<file path="config.mk">
export PLATFORM = sky130hd
export DESIGN_NAME = mctrl_gen_flat
export DESIGN_NICKNAME = d
export VERILOG_FILES = /design/src/rtl/mctrl_gen_if.sv /design/src/rtl/mctrl_gen.sv /design/src/flat_wrapper.sv
export SDC_FILE = /design/constraint.sdc
export NUM_CORES = 1
export LEC_CHECK = 0
export ABC_CLOCK_PERIOD_IN_PS = 2500
export BUFFER_PORTS_ARGS = -buffer_cell sky130_fd_sc_hd__buf_2
export CORE_MARGIN = 1.5
export CORE_UTILIZATION = 50
export DETAILED_ROUTE_END_ITERATION = 6
export PLACE_DENSITY = 0.88
export SLEW_MARGIN = 5
export SYNTH_ARGS = -nofsm -noshare
export SYNTH_HDL_FRONTEND = slang
export SYNTH_SLANG_ARGS = --single-unit
</file>
<file path="constraint.sdc">
create_clock -name clk -period 2.5 [get_ports clk]
set_input_delay 0.25 -clock clk [delete_from_list [all_inputs] [get_ports clk]]
set_output_delay 0.25 -clock clk [all_outputs]
set_load 0.05 [all_outputs]
</file>
<file path="src/rtl/mctrl_gen_if.sv">
// Control-unit <-> datapath bundle: IR/flags/ready in, Moore controls and status out.
interface mctrl_gen_if #(parameter int ALUOP_W = 3);
  logic [31:0]        Inst_in;
  logic               zero, overflow, MIO_ready;
  logic               MemRead, MemWrite, IorD, IRWrite, RegWrite, ALUSrcA;
  logic               PCWrite, PCWriteCond, Branch, CPU_MIO, Trap, mem_timeout;
  logic [1:0]         RegDst, MemtoReg, ALUSrcB, PCSource;
  logic [ALUOP_W-1:0] ALU_operation;
  logic [4:0]         state_out;

  modport master (
    input  Inst_in, zero, overflow, MIO_ready,
    output MemRead, MemWrite, IorD, IRWrite, RegWrite, ALUSrcA, PCWrite, PCWriteCond,
           Branch, CPU_MIO, Trap, mem_timeout, RegDst, MemtoReg, ALUSrcB, PCSource,
           ALU_operation, state_out
  );
  modport slave (
    output Inst_in, zero, overflow, MIO_ready,
    input  MemRead, MemWrite, IorD, IRWrite, RegWrite, ALUSrcA, PCWrite, PCWriteCond,
           Branch, CPU_MIO, Trap, mem_timeout, RegDst, MemtoReg, ALUSrcB, PCSource,
           ALU_operation, state_out
  );
endinterface

</file>
<file path="src/rtl/mctrl_gen.sv">
// Multi-cycle MIPS main controller: Moore decode with memory wait states,
// bounded wait timeout, overflow trap and sticky timeout status.
module mctrl_gen #(
  parameter int ALUOP_W      = 3,
  parameter int MEM_WAIT_MAX = 15,
  parameter int TRAP_EN      = 1,
  parameter int CNT_W        = 4
) (
  input  logic       clk,
  input  logic       reset,
  mctrl_gen_if.master bus
);
  typedef enum logic [4:0] {
    S_IF = 5'd0, S_ID = 5'd1, S_EX_R = 5'd2, S_EX_MEM = 5'd3, S_EX_I = 5'd4,
    S_EX_BEQ = 5'd6, S_EX_BNE = 5'd7, S_EX_JR = 5'd8, S_EX_JAL = 5'd9, S_EX_J = 5'd10,
    S_MEM_RD = 5'd11, S_MEM_WD = 5'd12, S_WB_R = 5'd13, S_WB_I = 5'd14, S_WB_LW = 5'd15,
    S_TRAP = 5'd16, S_ERROR = 5'd31
  } state_t;

  localparam logic [2:0] OP_AND = 3'd0, OP_OR = 3'd1, OP_ADD = 3'd2, OP_XOR = 3'd3,
                         OP_NOR = 3'd4, OP_SRL = 3'd5, OP_SUB = 3'd6, OP_SLT = 3'd7;

  state_t           state_q, state_d;
  logic [CNT_W-1:0] cnt_q, cnt_d;
  logic             mem_timeout_q, mem_timeout_d;

  logic [5:0] opcode, funct;
  logic       rdy, is_wait, timeout, trap_r, trap_i;
  logic [2:0] r_op, i_op, alu3;
  logic       unused_in;

  assign opcode    = bus.Inst_in[31:26];
  assign funct     = bus.Inst_in[5:0];
  assign rdy       = bus.MIO_ready;
  assign unused_in = ^{bus.zero, bus.Inst_in[25:6]};

  always_comb begin
    case (funct)
      6'b100000: r_op = OP_ADD;
      6'b100010: r_op = OP_SUB;
      6'b100100: r_op = OP_AND;
      6'b100101: r_op = OP_OR;
      6'b100111: r_op = OP_NOR;
      6'b101010: r_op = OP_SLT;
      6'b000010: r_op = OP_SRL;
      6'b100110: r_op = OP_XOR;
      default:   r_op = OP_ADD;
    endcase
    case (opcode)
      6'b001100: i_op = OP_AND;
      6'b001101: i_op = OP_OR;
      6'b001110: i_op = OP_XOR;
      6'b001010: i_op = OP_SLT;
      default:   i_op = OP_ADD;   // addi, lui
    endcase
  end

  assign is_wait = (state_q == S_IF) || (state_q == S_MEM_RD) || (state_q == S_MEM_WD);
  // Ready in the limit cycle still wins, since the timeout needs !rdy.
  assign timeout = (MEM_WAIT_MAX > 0) && is_wait && !rdy &&
                   (cnt_q == CNT_W'(MEM_WAIT_MAX));
  assign trap_r  = (TRAP_EN != 0) && bus.overflow && (funct == 6'b100000 || funct == 6'b100010);
  assign trap_i  = (TRAP_EN != 0) && bus.overflow && (opcode == 6'b001000);

  always_ff @(posedge clk) begin
    if (reset) begin
      state_q       <= S_IF;
      cnt_q         <= '0;
      mem_timeout_q <= 1'b0;
    end else begin
      state_q       <= state_d;
      cnt_q         <= cnt_d;
      mem_timeout_q <= mem_timeout_d;
    end
  end

  always_comb begin
    state_d       = state_q;
    mem_timeout_d = mem_timeout_q;
    case (state_q)
      S_IF:     if (rdy) state_d = S_ID;
      S_MEM_RD: if (rdy) state_d = S_WB_LW;
      S_MEM_WD: if (rdy) state_d = S_IF;
      S_ID: begin
        case (opcode)
          6'b000000: state_d = (funct == 6'b001000) ? S_EX_JR : S_EX_R;
          6'b100011, 6'b101011: state_d = S_EX_MEM;
          6'b000100: state_d = S_EX_BEQ;
          6'b000101: state_d = S_EX_BNE;
          6'b001000, 6'b001100, 6'b001101,
          6'b001110, 6'b001111, 6'b001010: state_d = S_EX_I;
          6'b000010: state_d = S_EX_J;
          6'b000011: state_d = S_EX_JAL;
          default:   state_d = S_ERROR;
        endcase
      end
      S_EX_MEM: state_d = (opcode == 6'b100011) ? S_MEM_RD : S_MEM_WD;
      S_EX_R:   state_d = trap_r ? S_TRAP : S_WB_R;
      S_EX_I:   state_d = trap_i ? S_TRAP : S_WB_I;
      S_ERROR:  state_d = S_ERROR;
      default:  state_d = S_IF;
    endcase
    if (timeout) begin
      state_d       = S_ERROR;
      mem_timeout_d = 1'b1;
    end
    // Counter only survives while stalling in a wait state; any move clears it.
    cnt_d = '0;
    if (is_wait && !rdy && !timeout)
      cnt_d = (cnt_q == '1) ? cnt_q : cnt_q + CNT_W'(1);
  end

  always_comb begin
    bus.MemRead     = 1'b0;
    bus.MemWrite    = 1'b0;
    bus.IorD        = 1'b0;
    bus.IRWrite     = 1'b0;
    bus.RegWrite    = 1'b0;
    bus.ALUSrcA     = 1'b0;
    bus.PCWrite     = 1'b0;
    bus.PCWriteCond = 1'b0;
    bus.Branch      = 1'b0;
    bus.CPU_MIO     = 1'b0;
    bus.Trap        = 1'b0;
    bus.RegDst      = 2'b00;
    bus.MemtoReg    = 2'b00;
    bus.ALUSrcB     = 2'b00;
    bus.PCSource    = 2'b00;
    alu3            = OP_AND;
    case (state_q)
      S_IF: begin
        bus.MemRead = 1'b1;
        bus.CPU_MIO = 1'b1;
        bus.ALUSrcB = 2'b01;
        alu3        = OP_ADD;
        bus.IRWrite = rdy;
        bus.PCWrite = rdy;
      end
      S_ID: begin
        bus.ALUSrcB = 2'b11;
        alu3        = OP_ADD;
      end
      S_EX_MEM: begin
        bus.ALUSrcA = 1'b1;
        bus.ALUSrcB = 2'b10;
        alu3        = OP_ADD;
      end
      S_MEM_RD: begin
        bus.MemRead = 1'b1;
        bus.IorD    = 1'b1;
        bus.CPU_MIO = 1'b1;
      end
      S_MEM_WD: begin
        bus.MemWrite = 1'b1;
        bus.IorD     = 1'b1;
        bus.CPU_MIO  = 1'b1;
      end
      S_WB_LW: begin
        bus.RegWrite = 1'b1;
        bus.MemtoReg = 2'b01;
      end
      S_EX_R, S_WB_R: begin
        bus.ALUSrcA = 1'b1;
        alu3        = r_op;
        if (state_q == S_WB_R) begin
          bus.RegWrite = 1'b1;
          bus.RegDst   = 2'b01;
        end
      end
      S_EX_I, S_WB_I: begin
        bus.ALUSrcA = 1'b1;
        bus.ALUSrcB = 2'b10;
        alu3        = i_op;
        if (state_q == S_WB_I) begin
          bus.RegWrite = 1'b1;
          bus.MemtoReg = (opcode == 6'b001111) ? 2'b10 : 2'b00;
        end
      end
      S_EX_BEQ, S_EX_BNE: begin
        bus.ALUSrcA     = 1'b1;
        alu3            = OP_SUB;
        bus.PCWriteCond = 1'b1;
        bus.PCSource    = 2'b01;
        bus.Branch      = (state_q == S_EX_BEQ);
      end
      S_EX_J: begin
        bus.PCWrite  = 1'b1;
        bus.PCSource = 2'b10;
      end
      S_EX_JAL: begin
        bus.PCWrite  = 1'b1;
        bus.PCSource = 2'b10;
        bus.RegWrite = 1'b1;
        bus.RegDst   = 2'b10;
        bus.MemtoReg = 2'b11;
      end
      S_EX_JR: begin
        bus.PCWrite  = 1'b1;
        bus.PCSource = 2'b11;
      end
      S_TRAP: begin
        bus.PCWrite = 1'b1;
        bus.Trap    = 1'b1;
      end
      default: ;
    endcase
    bus.ALU_operation = ALUOP_W'(alu3);
  end

  assign bus.state_out   = state_q;
  assign bus.mem_timeout = mem_timeout_q;
endmodule

</file>
<file path="src/flat_wrapper.sv">
// flat-port wrapper written by rule: the top's interface ports become plain ports
module mctrl_gen_flat 
#(
  parameter int ALUOP_W      = 3,
  parameter int MEM_WAIT_MAX = 15,
  parameter int TRAP_EN      = 1,
  parameter int CNT_W        = 4
)
  (clk, reset, bus_Inst_in, bus_zero, bus_overflow, bus_MIO_ready, bus_MemRead, bus_MemWrite, bus_IorD, bus_IRWrite, bus_RegWrite, bus_ALUSrcA, bus_PCWrite, bus_PCWriteCond, bus_Branch, bus_CPU_MIO, bus_Trap, bus_mem_timeout, bus_RegDst, bus_MemtoReg, bus_ALUSrcB, bus_PCSource, bus_ALU_operation, bus_state_out);
  mctrl_gen_if #(.ALUOP_W(ALUOP_W)) bus_i ();
  input  logic clk;
  input  logic reset;
  input wire logic [$bits(bus_i.Inst_in)-1:0] bus_Inst_in;
  input wire logic [$bits(bus_i.zero)-1:0] bus_zero;
  input wire logic [$bits(bus_i.overflow)-1:0] bus_overflow;
  input wire logic [$bits(bus_i.MIO_ready)-1:0] bus_MIO_ready;
  output wire logic [$bits(bus_i.MemRead)-1:0] bus_MemRead;
  output wire logic [$bits(bus_i.MemWrite)-1:0] bus_MemWrite;
  output wire logic [$bits(bus_i.IorD)-1:0] bus_IorD;
  output wire logic [$bits(bus_i.IRWrite)-1:0] bus_IRWrite;
  output wire logic [$bits(bus_i.RegWrite)-1:0] bus_RegWrite;
  output wire logic [$bits(bus_i.ALUSrcA)-1:0] bus_ALUSrcA;
  output wire logic [$bits(bus_i.PCWrite)-1:0] bus_PCWrite;
  output wire logic [$bits(bus_i.PCWriteCond)-1:0] bus_PCWriteCond;
  output wire logic [$bits(bus_i.Branch)-1:0] bus_Branch;
  output wire logic [$bits(bus_i.CPU_MIO)-1:0] bus_CPU_MIO;
  output wire logic [$bits(bus_i.Trap)-1:0] bus_Trap;
  output wire logic [$bits(bus_i.mem_timeout)-1:0] bus_mem_timeout;
  output wire logic [$bits(bus_i.RegDst)-1:0] bus_RegDst;
  output wire logic [$bits(bus_i.MemtoReg)-1:0] bus_MemtoReg;
  output wire logic [$bits(bus_i.ALUSrcB)-1:0] bus_ALUSrcB;
  output wire logic [$bits(bus_i.PCSource)-1:0] bus_PCSource;
  output wire logic [$bits(bus_i.ALU_operation)-1:0] bus_ALU_operation;
  output wire logic [$bits(bus_i.state_out)-1:0] bus_state_out;
  assign bus_i.Inst_in = bus_Inst_in;
  assign bus_i.zero = bus_zero;
  assign bus_i.overflow = bus_overflow;
  assign bus_i.MIO_ready = bus_MIO_ready;
  assign bus_MemRead = bus_i.MemRead;
  assign bus_MemWrite = bus_i.MemWrite;
  assign bus_IorD = bus_i.IorD;
  assign bus_IRWrite = bus_i.IRWrite;
  assign bus_RegWrite = bus_i.RegWrite;
  assign bus_ALUSrcA = bus_i.ALUSrcA;
  assign bus_PCWrite = bus_i.PCWrite;
  assign bus_PCWriteCond = bus_i.PCWriteCond;
  assign bus_Branch = bus_i.Branch;
  assign bus_CPU_MIO = bus_i.CPU_MIO;
  assign bus_Trap = bus_i.Trap;
  assign bus_mem_timeout = bus_i.mem_timeout;
  assign bus_RegDst = bus_i.RegDst;
  assign bus_MemtoReg = bus_i.MemtoReg;
  assign bus_ALUSrcB = bus_i.ALUSrcB;
  assign bus_PCSource = bus_i.PCSource;
  assign bus_ALU_operation = bus_i.ALU_operation;
  assign bus_state_out = bus_i.state_out;
  mctrl_gen #(.ALUOP_W(ALUOP_W), .MEM_WAIT_MAX(MEM_WAIT_MAX), .TRAP_EN(TRAP_EN), .CNT_W(CNT_W)) u_core (.clk(clk), .reset(reset), .bus(bus_i));
endmodule
</file>
==> results of run 1 <==
==> logic make-up after synthesis <==
logic type | after synthesis | synth area share, %
flip-flops | 10 | 14.8
adder cells (fa/ha/maj) | 1 | 0.925
AO/OA/AOI/OAI | 51 | 26.1
buffers and inverters | 22 | 7.59
XOR/XNOR | 8 | 5.18
multiplexers | 3 | 2.22
AND/OR/NAND/NOR | 110 | 43.2
==> layer usage <==
metal  global-route usage (%)  part of all wire, %
met5                        0                    0
met4                     9.35                  1.9
met3                     4.30                  6.0
met2                     46.0                   47
met1                     32.8                   45
==> where the power goes <==
part | internal (uW) | total (uW) | switching [uW]
combinational | 476 | 1580 | 1100
clock | 88.6 | 148 | 59.2
sequential | 199 | 316 | 117
total | 764 | 2040 | 1280
==> per-stage QoR <==
step,worst slack (ns),total power [uW]
6_report,0.156,2040
5_1_grt,0.0481,2190
4_1_cts,0.0994,2020
3_5_place_dp,0.437,1870
3_3_place_gp,0.474,1850
2_1_floorplan,-0.293,1550
==> synth_stat cells, drive strengths merged (2+ instances only) <==
cell     count
a2bb2oi      2
buf         10
a21oi       13
nand2b       4
mux2i        3
clkbuf       6
inv          6
nor2        31
and3         6
nand3b       2
and2         3
nor3         9
o221ai       2
dfxtp       10
o211ai       3
or4b         3
or2b         2
o21ai        5
or3b         2
a31oi        7
o31ai        3
xor2         3
xnor2        5
nand2       17
nor2b        6
nor4         8
a22oi        2
nand3        7
or3          5
==> registers in the layout (all words and copies together) (netlist names) <==
register	count
u_core.cnt_q	4
u_core.bus.state_out	5
u_core.bus.mem_timeout	1
==> worst register-to-register path: stages (launching register included) <==
cell     delay (ns)
dfxtp_1        0.60
and2_1         0.21
a22oi_1        0.10
or4b_2         0.69
o21a_1         0.14
a31oi_1        0.15
==> what timing repair did <==
item                       CTS  global route
hold buffers                 0             0
setup endpoints to repair    0             3
resized for setup            0             4
setup buffers                0             0
==> worst min path at each step <==
| stage | to | start | slack [ns] | depth (start not counted) |
|---|---|---|---|---|
| 4_1_cts | u_core.bus.state_out[3] | reset | 0.21 | 2 |
| 3_3_place_gp | u_core.cnt_q[0] | u_core.cnt_q[0] | 0.43 | 1 |
| 6_report | u_core.bus.state_out[3] | reset | 0.22 | 2 |
| 3_5_place_dp | u_core.bus.mem_timeout | u_core.bus.mem_timeout | 0.44 | 2 |
| 5_1_grt | u_core.bus.state_out[2] | reset | 0.23 | 2 |
| 2_1_floorplan | u_core.bus.mem_timeout | reset | 0.32 | 1 |
==> layout make-up <==
cell class / count / area (sq um) / area share [%]
inverters: 6 / 22.5 / 1.36
well taps: 30 / 37.5 / 2.26
multi-input cells: 173 / 1100 / 66.2
clock buffers: 4 / 36.3 / 2.19
repair buffers: 49 / 260 / 15.7
flip-flops and latches: 10 / 204 / 12.3
==> out/results.tsv, run 1 <==
metric	value	unit
critPathBufInv	1	
start_kind	register	
finish.instance_area	1660	sq um
rsz0062_at_grt	no	
antenna_cells	0	
placed_cell_area	1620	sq um
gr-usage-all-layers	26.5	%
rr_worst_depth	5	
synth_ff_type	dfxtp_1	
ys_seq_area_share	14.8	%
routedWlPerCell	13.7	um
layout-area-overhead-vs-synth	22.8	%
grt_pass1_wl	5930	um
antenna_found_initial	0	
grt_max_degree	18	
finalCritPeriodShare	93.8	%
place_hpwl	2850	um
initial_utilization	53.6	%
fin_cells	272	
dieHeight	55.0	um
ctsHtreeMaxLevel	1	
cp.arrival	2.09	ns
routabilityCongestion	0.973	
grt_pass1_vias	1401	
synthTopCellsByArea	dfxtp_1, nor2_1, a21oi_1	
drv_slew	0	
worstReg2RegStart	u_core.bus.state_out[0]	
finalWirelength	3740	um
syn_nets	243	
drtPass1Iterations	5	
crit_path_start	u_core.bus.state_out[0]	
max-slew-margin-rel	62.5	%
path_clk_slew	0.07	ns
hold_path_class	in2reg	
worst_pin_slew	0.561	ns
crit_chain	nand2b_1 -> nor2_1 -> a21oi_1 -> nor3_1 -> a311o_1 -> buf_2	
fmax	427	MHz
synthArstFlopShare	0	%
io_pins	65	
cts_max_path_buffers	2	
r2r_slack	0.53	ns
ys_types	58	
root_buffer	clkbuf_4	
hold_viol_final	0	
ys_warn_count	0	
rows	18	
core	2520	sq um
leakage	0.000727	uW
crit_required	2.25	ns
crit_end	bus_ALU_operation[2]	
final_util	65.8	%
ant_nets	0	
power.density	1230	nW/um^2
grt_overflow	0	
setup_viol	0	
ir_drop	1.09	mV
yosys.area.top_type	dfxtp_1	
status	finished, final reports clean	
critPathKind	reg2out	
dr_total_vias	1663	
nNetsFinal	281	
die_x	55.0	um
dp.cells	268	
portBuffers	43	
fin_skew	0.0104	ns
via_per_inst	6.11	
fillCellCount	243	
cap_violations	0	
crit_cells	6	
yosys_register_bits	10	
numCtsBuffers	3	
clock_latency	0.28	ns
drive_gt1_share	30.2	%
crit_fanout	13	
crit_family	simple AND/OR/NAND/NOR gates	
drtIter0Drc	57	
die-area	3030	sq um
tritoncts	built	
layout_commonest_cell	buf_2	
synth-edff-count	0	
avgSynthCellArea	6.60	sq um
crit_path_end_kind	primary output	
slowest_stage	dfxtp_1	
r2r-end	u_core.bus.state_out[1]	
synthesis.area	1350	sq um
syn_inst	205	
hold_ws	0.218	ns
cts_sinks	10	
netlist.area_leader.share	14.8	%
setup_tns	0	ns
max_stage_delay	0.60	ns
layout_min_cycle_time	2.34	ns
drc	0	
final_cell_mix	buf_2, nor2_1, nand2_1	
No activity file was read; power rests on OpenSTA's default activity.
==> inputs of run 2 (changes only) <==
- CORE_UTILIZATION: 50 -> 52
- CTS_BUF_LIST: not set -> sky130_fd_sc_hd__clkbuf_8
- PLACE_DENSITY: 0.88 -> 0.91
==> out/results.tsv, run 2 (synthesis results as in run 1) <==
metric	value	unit	change
grt_max_degree	19		was 18
layout-area-overhead-vs-synth	24.1	%	was 22.8%
combPwrFrac	75.3	%	was 77.2%
hold_viol_final	0		unchanged
crit_required	2.25	ns	about the same
via_per_inst	6.01		was 6.11
setup_viol	0		unchanged
hold_path_class	in2reg		unchanged
post_cts_resized	0		unchanged
switchingPower	1260	uW	was 1280 uW
clock_latency	0.24	ns	was 0.28 ns
die-area	2920	sq um	was 3030 sq um
finalCritPeriodShare	91.1	%	was 93.8%
whs_path_depth	2		unchanged
hold_buffers	0		unchanged
drc	0		unchanged
worst_pin_slew	0.554	ns	was 0.561 ns
r2r_slack	0.46	ns	was 0.53 ns
regArea	200	sq um	was 204 sq um
initial_utilization	54.6	%	was 53.6%
dr_total_vias	1642		was 1663
place_hpwl	2760	um	was 2850 um
dp.cells	269		was 268
antenna_found_initial	0		unchanged
power.density	1230	nW/um^2	about the same
layout_commonest_cell	buf_2		unchanged
fillCellCount	222		was 243
seqPwrFrac	15.0	%	was 15.5%
portBuffers	43		unchanged
worstReg2RegStart	u_core.bus.state_out[1]		was u_core.bus.state_out[0]
p_int	808	uW	was 764 uW
multi_input_area	1090	sq um	was 1100 sq um
die_x	54	um	was 55.0 um
tritoncts	built		unchanged
p_clk_share	9.7	%	was 7.2%
min_to	u_core.bus.state_out[3]		unchanged
r2r-end	u_core.bus.state_out[1]		unchanged
drive_gt1_share	28.8	%	was 30.2%
grt_pass1_vias	1361		was 1401
drtPass1Iterations	4		was 5
fin_cells	273		was 272
cap_violations	0		unchanged
io_pins	65		unchanged
fmax	439	MHz	was 427 MHz
routabilityCongestion	0.924		was 0.973
hold_ws	0.263	ns	was 0.218 ns
largest_reg_flops	5		unchanged
status	finished, final reports clean		unchanged
crit_fanout	14		was 13
drv_slew	0		unchanged
fin_skew	0.00947	ns	was 0.0104 ns
ctsHtreeMaxLevel	1		unchanged
path_clk_slew	0.05	ns	was 0.07 ns
start_kind	register		unchanged
dieHeight	54	um	was 55.0 um
ant_nets	0		unchanged
p_sw_share	61.0	%	was 62.5%
cp.arrival	2.03	ns	was 2.09 ns
crit_path_end_kind	primary output		unchanged
grt_overflow	0		unchanged
numCtsBuffers	3		unchanged
nNetsFinal	282		was 281
antenna_cells	0		unchanged
cts_sinks	10		unchanged
cts_setup_buffers	0		unchanged
gr-usage-all-layers	26.0	%	was 26.5%
min-delay-start	reset		unchanged
grt_pass1_wl	5770	um	was 5930 um
final_cell_mix	buf_2, nor2_1, nand2_1		unchanged
rsz0062_at_grt	no		unchanged
drtIter0Drc	57		unchanged
rows	18		unchanged
finalWirelength	3690	um	was 3740 um
ir_drop	1.21	mV	was 1.09 mV
core	2480	sq um	was 2520 sq um
rr_worst_depth	5		unchanged
layout_min_cycle_time	2.28	ns	was 2.34 ns
root_buffer	clkbuf_8		was clkbuf_4
routedWlPerCell	13.5	um	was 13.7 um
max-slew-margin-rel	63.0	%	was 62.5%
leakage	0.000736	uW	was 0.000727 uW
critPathKind	reg2out		unchanged
cts_max_path_buffers	2		unchanged
## run 2: layout make-up
type                    count  share of cell area, %
inverters                   6                   1.34
well taps                  30                   2.24
flip-flops and latches     10                   11.9
clock buffers               4                   3.28
repair buffers             50                   16.0
multi-input cells         173                   65.2
## run 2: how the worst max path moves through the flow
stage / cells past startpoint / slack (ns) / to / from
3_3_place_gp: 6 / 0.52 / bus_ALU_operation[2] / u_core.bus.state_out[0]
5_1_grt: 6 / 0.05 / bus_ALU_operation[2] / u_core.bus.state_out[0]
4_1_cts: 5 / 0.24 / bus_ALU_operation[0] / u_core.bus.state_out[2]
6_report: 6 / 0.22 / bus_ALU_operation[2] / u_core.bus.state_out[0]
2_1_floorplan: 5 / -0.29 / bus_ALU_operation[1] / u_core.bus.state_out[0]
3_5_place_dp: 5 / 0.49 / u_core.bus.state_out[1] / u_core.bus.state_out[1]
## run 2: worst max-delay path, cell delays in order, from the launching register on
cell	delay (ns)
dfxtp_1	0.44
buf_4	0.23
nor3_1	0.23
a21oi_1	0.13
nor3_1	0.27
a311o_1	0.22
buf_2	0.26
## run 2: power by group through the flow
stage | Sequential, uW | Clock (uW) | Combinational (uW)
floorplan | 325 | 0 | 1220
CTS | 309 | 202 | 1560
finish | 311 | 201 | 1560
detailed placement | 311 | 0 | 1550
global route | 321 | 213 | 1680
global placement | 310 | 0 | 1540
## run 2: per-layer routing
metal | vias up | track usage (%) | routed length [um]
met5 | - | 0 | 0
met4 | 0 | 3.75 | 17
met3 | 2 | 6.11 | 174
met2 | 45 | 43.7 | 1790
met1 | 762 | 34.3 | 1700
li1 | 833 | - | -
## run 2: per-stage QoR
step           TNS [ns]  utilization (%)  setup WS, ns  area [sq um]  total power, uW
6_report              0             67.7         0.224          1680             2070
5_1_grt               0             67.7        0.0466          1680             2210
3_3_place_gp          0             65.5         0.516          1620             1850
4_1_cts               0             67.7         0.240          1680             2070
3_5_place_dp          0             65.5         0.494          1620             1860
2_1_floorplan    -0.338                -        -0.293          1400             1550
==> inputs of run 3 (changes only) <==
- ABC_AREA: not set -> 1
- CORE_UTILIZATION: 52 -> 50
- PLACE_DENSITY: 0.91 -> 0.95
==> out/results.tsv, run 3 <==
metric	value	unit	change
ys_seq_area_share	16.5	%	was 14.8%
yosys.area_share.simple	58.1	%	was 43.2%
io_pins	65		unchanged
drc	0		unchanged
synth.most_common_cell	nand2_1		was nor2_1
setup_viol	0		unchanged
routabilityCongestion	0.805		was 0.924
power.density	1080	nW/um^2	was 1230 nW/um^2
fin_skew	0.00913	ns	was 0.00947 ns
fmax	469	MHz	was 439 MHz
numCtsBuffers	3		unchanged
finalWirelength	3120	um	was 3690 um
max_stage_delay	0.61	ns	was 0.44 ns
final_cell_mix	nand2_1, nor2_1, buf_2		was buf_2, nor2_1, nand2_1
min_to	u_core.bus.state_out[3]		unchanged
r2r-end	u_core.bus.state_out[2]		was u_core.bus.state_out[1]
drtPass1Iterations	4		unchanged
cts_max_path_buffers	2		unchanged
die_x	52.2	um	was 54 um
synth_compound_area_share	9.82	%	was 26.1%
finalCritPeriodShare	85.2	%	was 91.1%
worstReg2RegStart	u_core.bus.state_out[4]		was u_core.bus.state_out[1]
grt_pass1_wl	5150	um	was 5770 um
layout_min_cycle_time	2.13	ns	was 2.28 ns
whs_path_depth	2		unchanged
setup_tns	0	ns	unchanged
hold_viol_final	0		unchanged
cp.arrival	1.88	ns	was 2.03 ns
dr_total_vias	1562		was 1642
post_cts_resized	0		unchanged
slowest_stage	dfxtp_1		unchanged
synth_top_family_by_area	simple AND/OR/NAND/NOR gates		unchanged
layout-area-overhead-vs-synth	28.3	%	was 24.1%
crit_chain	inv_4 -> nand4_1 -> inv_1 -> nor2_2 -> inv_1 -> a21oi_1 -> nand4_1 -> buf_2		was buf_4 -> nor3_1 -> a21oi_1 -> nor3_1 -> a311o_1 -> buf_2
hold_buffers	0		unchanged
ir_drop	0.964	mV	was 1.21 mV
ant_nets	0		unchanged
via_per_inst	5.26		was 6.01
synthTopCellsByArea	dfxtp_1, nand2_1, nor2_1		was dfxtp_1, nor2_1, a21oi_1
avgSynthCellArea	5.43	sq um	was 6.60 sq um
r2r_slack	0.92	ns	was 0.46 ns
leakage	0.000925	uW	was 0.000736 uW
cts_sinks	10		unchanged
antenna_cells	0		unchanged
rows	17		was 18
netlist.area_leader.share	16.5	%	was 14.8%
ys_warn_count	0		unchanged
critPathKind	reg2out		unchanged
cap_violations	0		unchanged
status	finished, final reports clean		unchanged
layout_commonest_cell	nand2_1		was buf_2
grt_max_degree	9		was 19
initial_utilization	53.7	%	was 54.6%
drtIter0Drc	84		was 57
antenna_found_initial	0		unchanged
synth_ff_type	dfxtp_1		unchanged
synth_xor_area_share	1.45	%	was 5.18%
nNetsFinal	308		was 282
path_clk_slew	0.05	ns	about the same
synth_commonest_cells	nand2_1, nor2_1, inv_1		was nor2_1, nand2_1, a21oi_1
fillCellCount	210		was 222
root_buffer	clkbuf_8		unchanged
synth-edff-count	0		unchanged
min-delay-start	reset		unchanged
routedWlPerCell	10.5	um	was 13.5 um
gr-usage-all-layers	24.2	%	was 26.0%
drv_slew	0		unchanged
synthMuxAreaShare	0	%	was 2.22%
grt_overflow	0		unchanged
rsz0062_at_grt	no		unchanged
power	1680	uW	was 2070 uW
tritoncts	built		unchanged
drive_gt1_share	27.1	%	was 28.8%
ctsHtreeMaxLevel	1		unchanged
ys_types	29		was 58
place_hpwl	2570	um	was 2760 um
clock_latency	0.24	ns	about the same
portBuffers	43		unchanged
yosys.area_share.adder	1.03	%	was 0.925%
synthesis.area	1210	sq um	was 1350 sq um
dieHeight	52.2	um	was 54 um
crit_required	2.25	ns	about the same
syn_inst	223		was 205
max-slew-margin-rel	68.6	%	was 63.0%
grt_pass1_vias	1307		was 1361
syn_nets	261		was 243
core	2250	sq um	was 2480 sq um
yosys_register_bits	10		unchanged
synthArstFlopShare	0	%	unchanged
start_kind	register		unchanged
largest_reg_flops	5		unchanged
yosys.area.top_type	dfxtp_1		unchanged
crit_path_end_kind	primary output		unchanged
die-area	2720	sq um	was 2920 sq um
cts_setup_buffers	0		unchanged
rr_worst_depth	9		was 5
worst_pin_slew	0.471	ns	was 0.554 ns
hold_path_class	in2reg		unchanged
crit_fanout	8		was 14
## run 3: worst max-delay path by stage
stage / slack (ns) / start / cells past startpoint / endpoint
after floorplan: 0.02 / u_core.bus.state_out[1] / 4 / bus_RegWrite
after global placement: 0.66 / u_core.bus.state_out[4] / 8 / bus_ALU_operation[1]
after global routing: 0.22 / u_core.bus.state_out[4] / 8 / bus_ALU_operation[1]
after detailed placement: 0.65 / u_core.bus.state_out[4] / 8 / bus_ALU_operation[1]
after CTS: 0.39 / u_core.bus.state_out[4] / 8 / bus_ALU_operation[1]
final: 0.37 / u_core.bus.state_out[4] / 8 / bus_ALU_operation[1]
## run 3: layout make-up
class                   count  area [sq um]  area share [%]
multi-input cells         172           893            57.5
repair buffers             43           215            13.9
flip-flops and latches     10           201            13.0
inverters                  40           153            9.83
clock buffers               4          55.1            3.55
well taps                  28          35.0            2.26
## run 3: through the flow
| step | area, sq um | hold slack, ns | utilization, % | setup slack [ns] | cells |
|---|---|---|---|---|---|
| finish | 1550 | 0.210 | 68.9 | 0.369 | 297 |
| detailed placement | 1500 | 0.446 | 66.4 | 0.648 | 293 |
| CTS | 1550 | 0.202 | 68.9 | 0.395 | 297 |
| global placement | 1500 | 0.435 | 66.4 | 0.660 | 293 |
| floorplan | 1250 | 0.312 | - | 0.0236 | 223 |
| global route | 1550 | 0.229 | 68.9 | 0.218 | 297 |
## run 3: per-layer routing
layer / routed length [um] / global-route usage [%] / up-vias
li1: - / - / 812
met1: 1410 / 31.2 / 687
met2: 1490 / 44.1 / 61
met3: 212 / 3.43 / 2
met4: 5 / 2.56 / 0
met5: 0 / 0 / -
## run 3: logic make-up (layout without fill, tap and decap cells)
kind of cell / count (synthesis) / count (layout)
XOR/XNOR: 2 / 2
adder cells (fa/ha/maj): 1 / 1
buffers and inverters: 41 / 87
AND/OR/NAND/NOR: 148 / 148
flip-flops: 10 / 10
AO/OA/AOI/OAI: 21 / 21
## run 3: critical path: cells and delay by family, from the launching register on
kind | cells | cell delay, ns
buffers and inverters | 4 | 0.51
and+or+nand+nor | 3 | 0.40
DFF | 1 | 0.61
AOI/OAI and AO/OA | 1 | 0.13
## run 3: power breakdown
group          switching (uW)  internal (uW)
sequential               57.8            193
clock                    61.8            138
combinational             931            295
total                    1050            626
